$ cat config.mk
export PLATFORM = sky130hd
export DESIGN_NAME = input_debounce_sync
export DESIGN_NICKNAME = d
export VERILOG_FILES = /design/src/rtl/input_debounce_sync.sv
export SDC_FILE = /design/constraint.sdc
export NUM_CORES = 1
export LEC_CHECK = 0
export CAP_MARGIN = 10
export CORE_MARGIN = 2
export CORE_UTILIZATION = 54
export DETAILED_ROUTE_END_ITERATION = 10
export PLACE_DENSITY = 0.87
export SETUP_SLACK_MARGIN = 0.5
export SLEW_MARGIN = 20
export SYNTH_ARGS = -nofsm -noshare
export SYNTH_HDL_FRONTEND = slang
export SYNTH_SLANG_ARGS = --single-unit
export TNS_END_PERCENT = 50
$ cat constraint.sdc
create_clock -name CLOCK_50 -period 1.7 [get_ports CLOCK_50]
set_input_delay 0.34 -clock CLOCK_50 [delete_from_list [all_inputs] [get_ports CLOCK_50]]
set_output_delay 0.34 -clock CLOCK_50 [all_outputs]
set_load 0.01 [all_outputs]
$ cat src/rtl/input_debounce_sync.sv
// input_debounce_sync
//   Conditions the raw board inputs (BTN on bit 0, SW[9:0] on bits 10:1)
//   before they reach the PIO ports. Each channel is handled independently:
//     1. A 2-flop synchroniser brings the pin into the CLOCK_50 domain.
//     2. A polarity fix-up maps it to a logical level (1 = asserted).
//     3. A stable counter must see the new level for STABLE_CYCLES
//        consecutive cycles before clean_out takes it.
//     4. One-cycle registered rise/fall pulses mark each accepted change.
//   Raw level held from edge t onward -> clean_out and the pulse change at
//   edge t+STABLE_CYCLES+2.
//
//   Optional feature, selected by macro DEBOUNCE_EVENT_LATCH_EN:
//     press_latched[i] is a sticky copy of rise_pulse[i], cleared by writing
//     latch_clr[i]=1. A rise arriving in the same cycle as the clear wins.
//     Without the macro, press_latched is tied to 0, latch_clr is ignored
//     and no latch flops exist.
//
//   No channel has a control FSM. The only per-channel state is the counter
//   and the accepted level, and both reset to 0.

module input_debounce_sync #(
  parameter int              N_CH            = 11,
  parameter int              STABLE_CYCLES   = 500000,
  parameter int              CNT_W           = 19,
  parameter logic [N_CH-1:0] ACTIVE_LOW_MASK = N_CH'(11'h001)
) (
  input  logic            CLOCK_50,
  input  logic            reset_n,
  input  logic [N_CH-1:0] raw_in,
  output logic [N_CH-1:0] clean_out,
  output logic [N_CH-1:0] rise_pulse,
  output logic [N_CH-1:0] fall_pulse,
  input  logic [N_CH-1:0] latch_clr,
  output logic [N_CH-1:0] press_latched
);

  // Final count value. Reaching it with the level still different from
  // clean_out accepts the change, so the counter never wraps.
  localparam logic [CNT_W-1:0] CNT_LAST = CNT_W'(STABLE_CYCLES - 1);

  logic [N_CH-1:0] sync1;
  logic [N_CH-1:0] sync2;
  logic [N_CH-1:0] level;

  // The synchroniser samples the raw pins directly, so no logic sits in
  // front of the first flop. The reset value is each pin's idle level,
  // which is logical 0 after the polarity fix-up.
  always_ff @(posedge CLOCK_50 or negedge reset_n) begin
    if (!reset_n) begin
      sync1 <= ACTIVE_LOW_MASK;
      sync2 <= ACTIVE_LOW_MASK;
    end else begin
      sync1 <= raw_in;
      sync2 <= sync1;
    end
  end

  // Logical level of each channel in the clock domain: 1 = asserted.
  assign level = sync2 ^ ACTIVE_LOW_MASK;

  for (genvar i = 0; i < N_CH; i++) begin : g_ch
    logic [CNT_W-1:0] cnt;
    logic             clean_q;
    logic             rise_q;
    logic             fall_q;
    logic             differs;
    logic             accept;

    assign differs = (level[i] != clean_q);
    assign accept  = differs && (cnt == CNT_LAST);

    // Stable counter and accepted level. Any cycle in which the level
    // matches clean_out restarts qualification. The pulses are registered
    // and last only for the cycle in which clean_out shows the new level.
    always_ff @(posedge CLOCK_50 or negedge reset_n) begin
      if (!reset_n) begin
        cnt     <= '0;
        clean_q <= 1'b0;
        rise_q  <= 1'b0;
        fall_q  <= 1'b0;
      end else begin
        rise_q <= accept && level[i];
        fall_q <= accept && !level[i];
        if (!differs || accept) begin
          cnt <= '0;
        end else begin
          cnt <= cnt + CNT_W'(1);
        end
        if (accept) begin
          clean_q <= level[i];
        end
      end
    end

    assign clean_out[i]  = clean_q;
    assign rise_pulse[i] = rise_q;
    assign fall_pulse[i] = fall_q;
  end

  // Each pulse is generated from the new level, so rise and fall on the
  // same channel exclude each other.
  a_no_rise_fall_overlap: assert property (
    @(posedge CLOCK_50) disable iff (!reset_n) ((rise_pulse & fall_pulse) == '0)
  );

`ifdef DEBOUNCE_EVENT_LATCH_EN
  logic [N_CH-1:0] press_q;

  // Sticky press capture. The OR with rise_pulse comes after the clear, so
  // a rise in the same cycle as a clear is kept.
  always_ff @(posedge CLOCK_50 or negedge reset_n) begin
    if (!reset_n) begin
      press_q <= '0;
    end else begin
      press_q <= (press_q & ~latch_clr) | rise_pulse;
    end
  end

  assign press_latched = press_q;
`else
  logic unused_latch_clr;
  assign unused_latch_clr = ^latch_clr;
  assign press_latched    = '0;
`endif

endmodule

==> metrics <==
Total Neg Setup Slack -8.803 ns; Logic pwr share 6.0%; CP max FO 6; grt ovf 0; worst setup path end g_ch[2].clean_q; Routability Congestion approximately 0.89; largest net degree at the start of global routing 61; CP Depth 4; CTS clk-pin slew, worst paths 0.06 ns; CTS Root Cell clkbuf_16; crit path buf inv count 0; Synth cell types 44; Post-Route Skew ~0.013 ns; EDFF count, synth 0; Worst R2R Setup Slack -0.19 ns; final count of hold timing violations 0; Setup Slack @ Placement -0.3086 ns; Worst-Skew Late Latency 0.55 ns; Cell Rows 55; Primary FF master, synth dfrtp_1; CTS tree built; diode count 0; Core ar. ~23000 µm²; fmax roughly 0.53 GHz; Gate Count Post-Synth 1248; Die Y-Extent 156.9 µm; Worst Hold Class input port to flop; Rel. slew slack approximately 58%; via count 11.49k; RSZ-0062 raised after global routing yes; Cell Pwr Density roughly 760 nW/µm²; Final WS setup -0.1854 ns; CP arrival 2.30 ns; # H-tree levels 1; WP data required 2.12 ns; area post-placement about 15000 µm²; # DRC 0; ANT nets after route 0; slowest cell on the critical path or4_4; top sig layer met4; DR vias/cell 6.084; post-DP HPWL approximately 19000 µm; Worst Tran Pin Value slightly above 0.6 ns; top cell type's share of synthesized area 51.92%; layout cells sized above 1 between 40% and 50%; number of global-route vias before repair around 11k; Starting Density around 55%; total power after layout around 14 mW; Max rail drop VDD between 0.0006 and 0.0007 V; I/O pin count 68; Startpoint Class flop; Routed met3 length 2328 µm; sequential share of power between 40% and 50%; outcome finished with violations; I/O Buffers 45; switching pwr slightly above 3 mW; CTS Buf Count 27; Int Power around 11 mW; CP Capture Type flop; Async S/R FF share, synth 100.0%; TritonCTS sink count ~260; Synth Register Bits roughly 260; max cap viols 0; Worst R2R Path Depth 4; Tmin final about 1.9 ns; fin crit share 110.9%; CP peak stage delay between 0.5 and 0.6 ns; largest area contributor in the netlist dfrtp_1; first-pass GRT wire length between 50000 and 60000 µm; final setup fails about 150; worst r2r src g_ch[2].cnt[11]; violated checks negative setup slack; reg2reg end g_ch[2].clean_q; Total GRT Usage between 20% and 30%; die area between 20000 and 25000 µm²; synth warn 0; DR WL/cell roughly 20 µm; initial drt markers ~930; cell area after layout between 15000 and 20000 µm²; Horiz. Die Dim approximately 160 µm; M1 WL about 15000 µm; Met2 Routed Length about 20000 µm; Pins Over Slew Limit 0; Worst Path Class, Setup flop to flop; DRT Pass-1 Iters 6; crit path cell chain nor4_4, nand4_1, or4_4, mux2_2; deepest clock path buffer count 3; final wirelength between 30000 and 40000 µm; Avg Inst Size Synth just over 10 µm²; clock share of power 47.1%; synthesis-to-finish area growth 42.69%; Filler Cells Inserted approximately 1.1k; Net Sw Frac between 20% and 30%; Final Net Count approximately 1.6k; CP top delay family simple AND/OR/NAND/NOR gates; synth top area cells dfrtp_1 52%, xnor2_1 7.9%, nor2_1 5.8%, xor2_1 3.5%, nand4_1 3.1%; Crit. Startpoint g_ch[2].cnt[11]; Cell Area, Synth roughly 13000 µm²; initial antenna violation count 0; leakage power roughly 7.4 nW; sequential area share after synthesis a little over half
[kinds of logic after synthesis]
kind of cell / Yosys count / share of synthesized area, %
AND/OR/NAND/NOR: 622 / 25.59
flip-flops: 264 / 52.33
XOR/XNOR: 165 / 11.44
buffers and inverters: 98 / 4.320
AO/OA/AOI/OAI: 71 / 3.824
multiplexers: 16 / 1.367
adder cells (fa/ha/maj): 11 / 1.090
other: 1 / 0.02970
[through the flow]
step / hold WS, ns / util, % / std cells
floorplan: 0.04441 / - / 1258
finish: 0.2089 / 79.11 / 1889
global placement: 0.3288 / 65.24 / 1755
global route: 0.2037 / 79.11 / 1889
CTS: 0.2070 / 75.18 / 1849
detailed placement: 0.3352 / 65.24 / 1755
[synth_stat cells, types with 2 or more instances]
cell      number
nor2_1       195
mux2i_1        6
o21ai_1        3
a31o_2         2
nand3_1       72
inv_1         29
o21ai_0       17
nor4bb_1       8
or3_1         11
nor2b_1        2
or2_2         15
ha_1          11
xnor2_1      114
and4_1         7
dfrtp_1      262
nand3b_1       3
nor3b_1       24
nor4_1        55
nand2_1       73
nand4b_1       2
and3_1        18
a21oi_1       29
buf_2         10
xor2_1        51
buf_4         44
nor3_1        41
clkbuf_1      13
nor4b_1        3
buf_1          2
a41o_1         2
o31ai_1       11
o41ai_2        5
nand4_1       63
or4_1         25
mux2_2        10
dfstp_2        2
[registers in the layout, summed over array words and instances, names as in the netlist]
register	count
g_ch.fall_q	11
g_ch.rise_q	11
g_ch.cnt	209
g_ch.clean_q	11
sync2	11
sync1	11
[worst min path at each step]
stage	from	endpoint	slack, ns	cells past startpoint
2_1_floorplan	reset_n	g_ch[0].clean_q	0.04	0
3_3_place_gp	reset_n	sync1[10]	0.33	1
3_5_place_dp	reset_n	sync2[10]	0.34	1
4_1_cts	raw_in[0]	sync1[0]	0.21	1
5_1_grt	raw_in[0]	sync1[0]	0.20	1
6_report	raw_in[0]	sync1[0]	0.21	1
[cells in the final DEF (no fill, tap or decap), types with 7 or more instances in the layout]
| cell | count |
|---|---|
| dfrtp_1 | 246 |
| buf_4 | 226 |
| xnor2_1 | 110 |
| nor2_1 | 78 |
| nand2_1 | 71 |
| nand3_1 | 68 |
| buf_6 | 68 |
| nor2_2 | 67 |
| nand4_1 | 63 |
| xor2_1 | 51 |
| nor2_4 | 50 |
| nor3_1 | 35 |
| inv_1 | 29 |
| clkbuf_16 | 28 |
| nor4_1 | 25 |
| a21oi_2 | 24 |
| buf_2 | 22 |
| nor4_2 | 21 |
| or4_4 | 19 |
| nor3b_2 | 18 |
| dfrtp_2 | 16 |
| o21ai_0 | 14 |
| and3_1 | 11 |
| conb_1 | 11 |
| clkdlybuf4s50_1 | 11 |
| o31ai_1 | 10 |
| nor4_4 | 9 |
| or2_4 | 9 |
| buf_12 | 8 |
| and3_4 | 7 |
| or4_1 | 7 |
| or2_2 | 7 |
| mux2_2 | 7 |
[power by group through the flow]
stage                     logic (mW)  clock network, mW  registers [mW]
after floorplan                0.235                  0            6.57
final                          0.820               6.49            6.47
after CTS                      0.721               6.45            6.46
after global placement         0.560                  0            6.56
after global routing           0.888               6.81            6.48
after detailed placement       0.580                  0            6.56
[per-layer routing]
layer	up-vias	track usage [%]
met4	0	9.436
met2	610	45.34
met3	183	3.717
met1	5730	33.17
li1	4970	-
met5	-	0
[repair_timing]
item	4_1_cts	5_1_grt
endpoints found under the hold margin	45	0
pin swaps	207	100
gates cloned	3	5
resized for setup	404	153
buffers inserted	41	35
hold buffers	1	0
setup endpoints to repair	274	274
[final cells by class]
type	instances	area (µm²)	area share, %
clock buffers	38	777.0	4.312
inverters	29	108.9	0.6041
well taps	313	391.6	2.173
multi-input cells	896	7032	39.02
repair buffers	338	2893	16.05
clock inverters	11	188.9	1.048
flip-flops and latches	264	6629	36.79
Note: power is estimated with default switching activity, not from simulation.
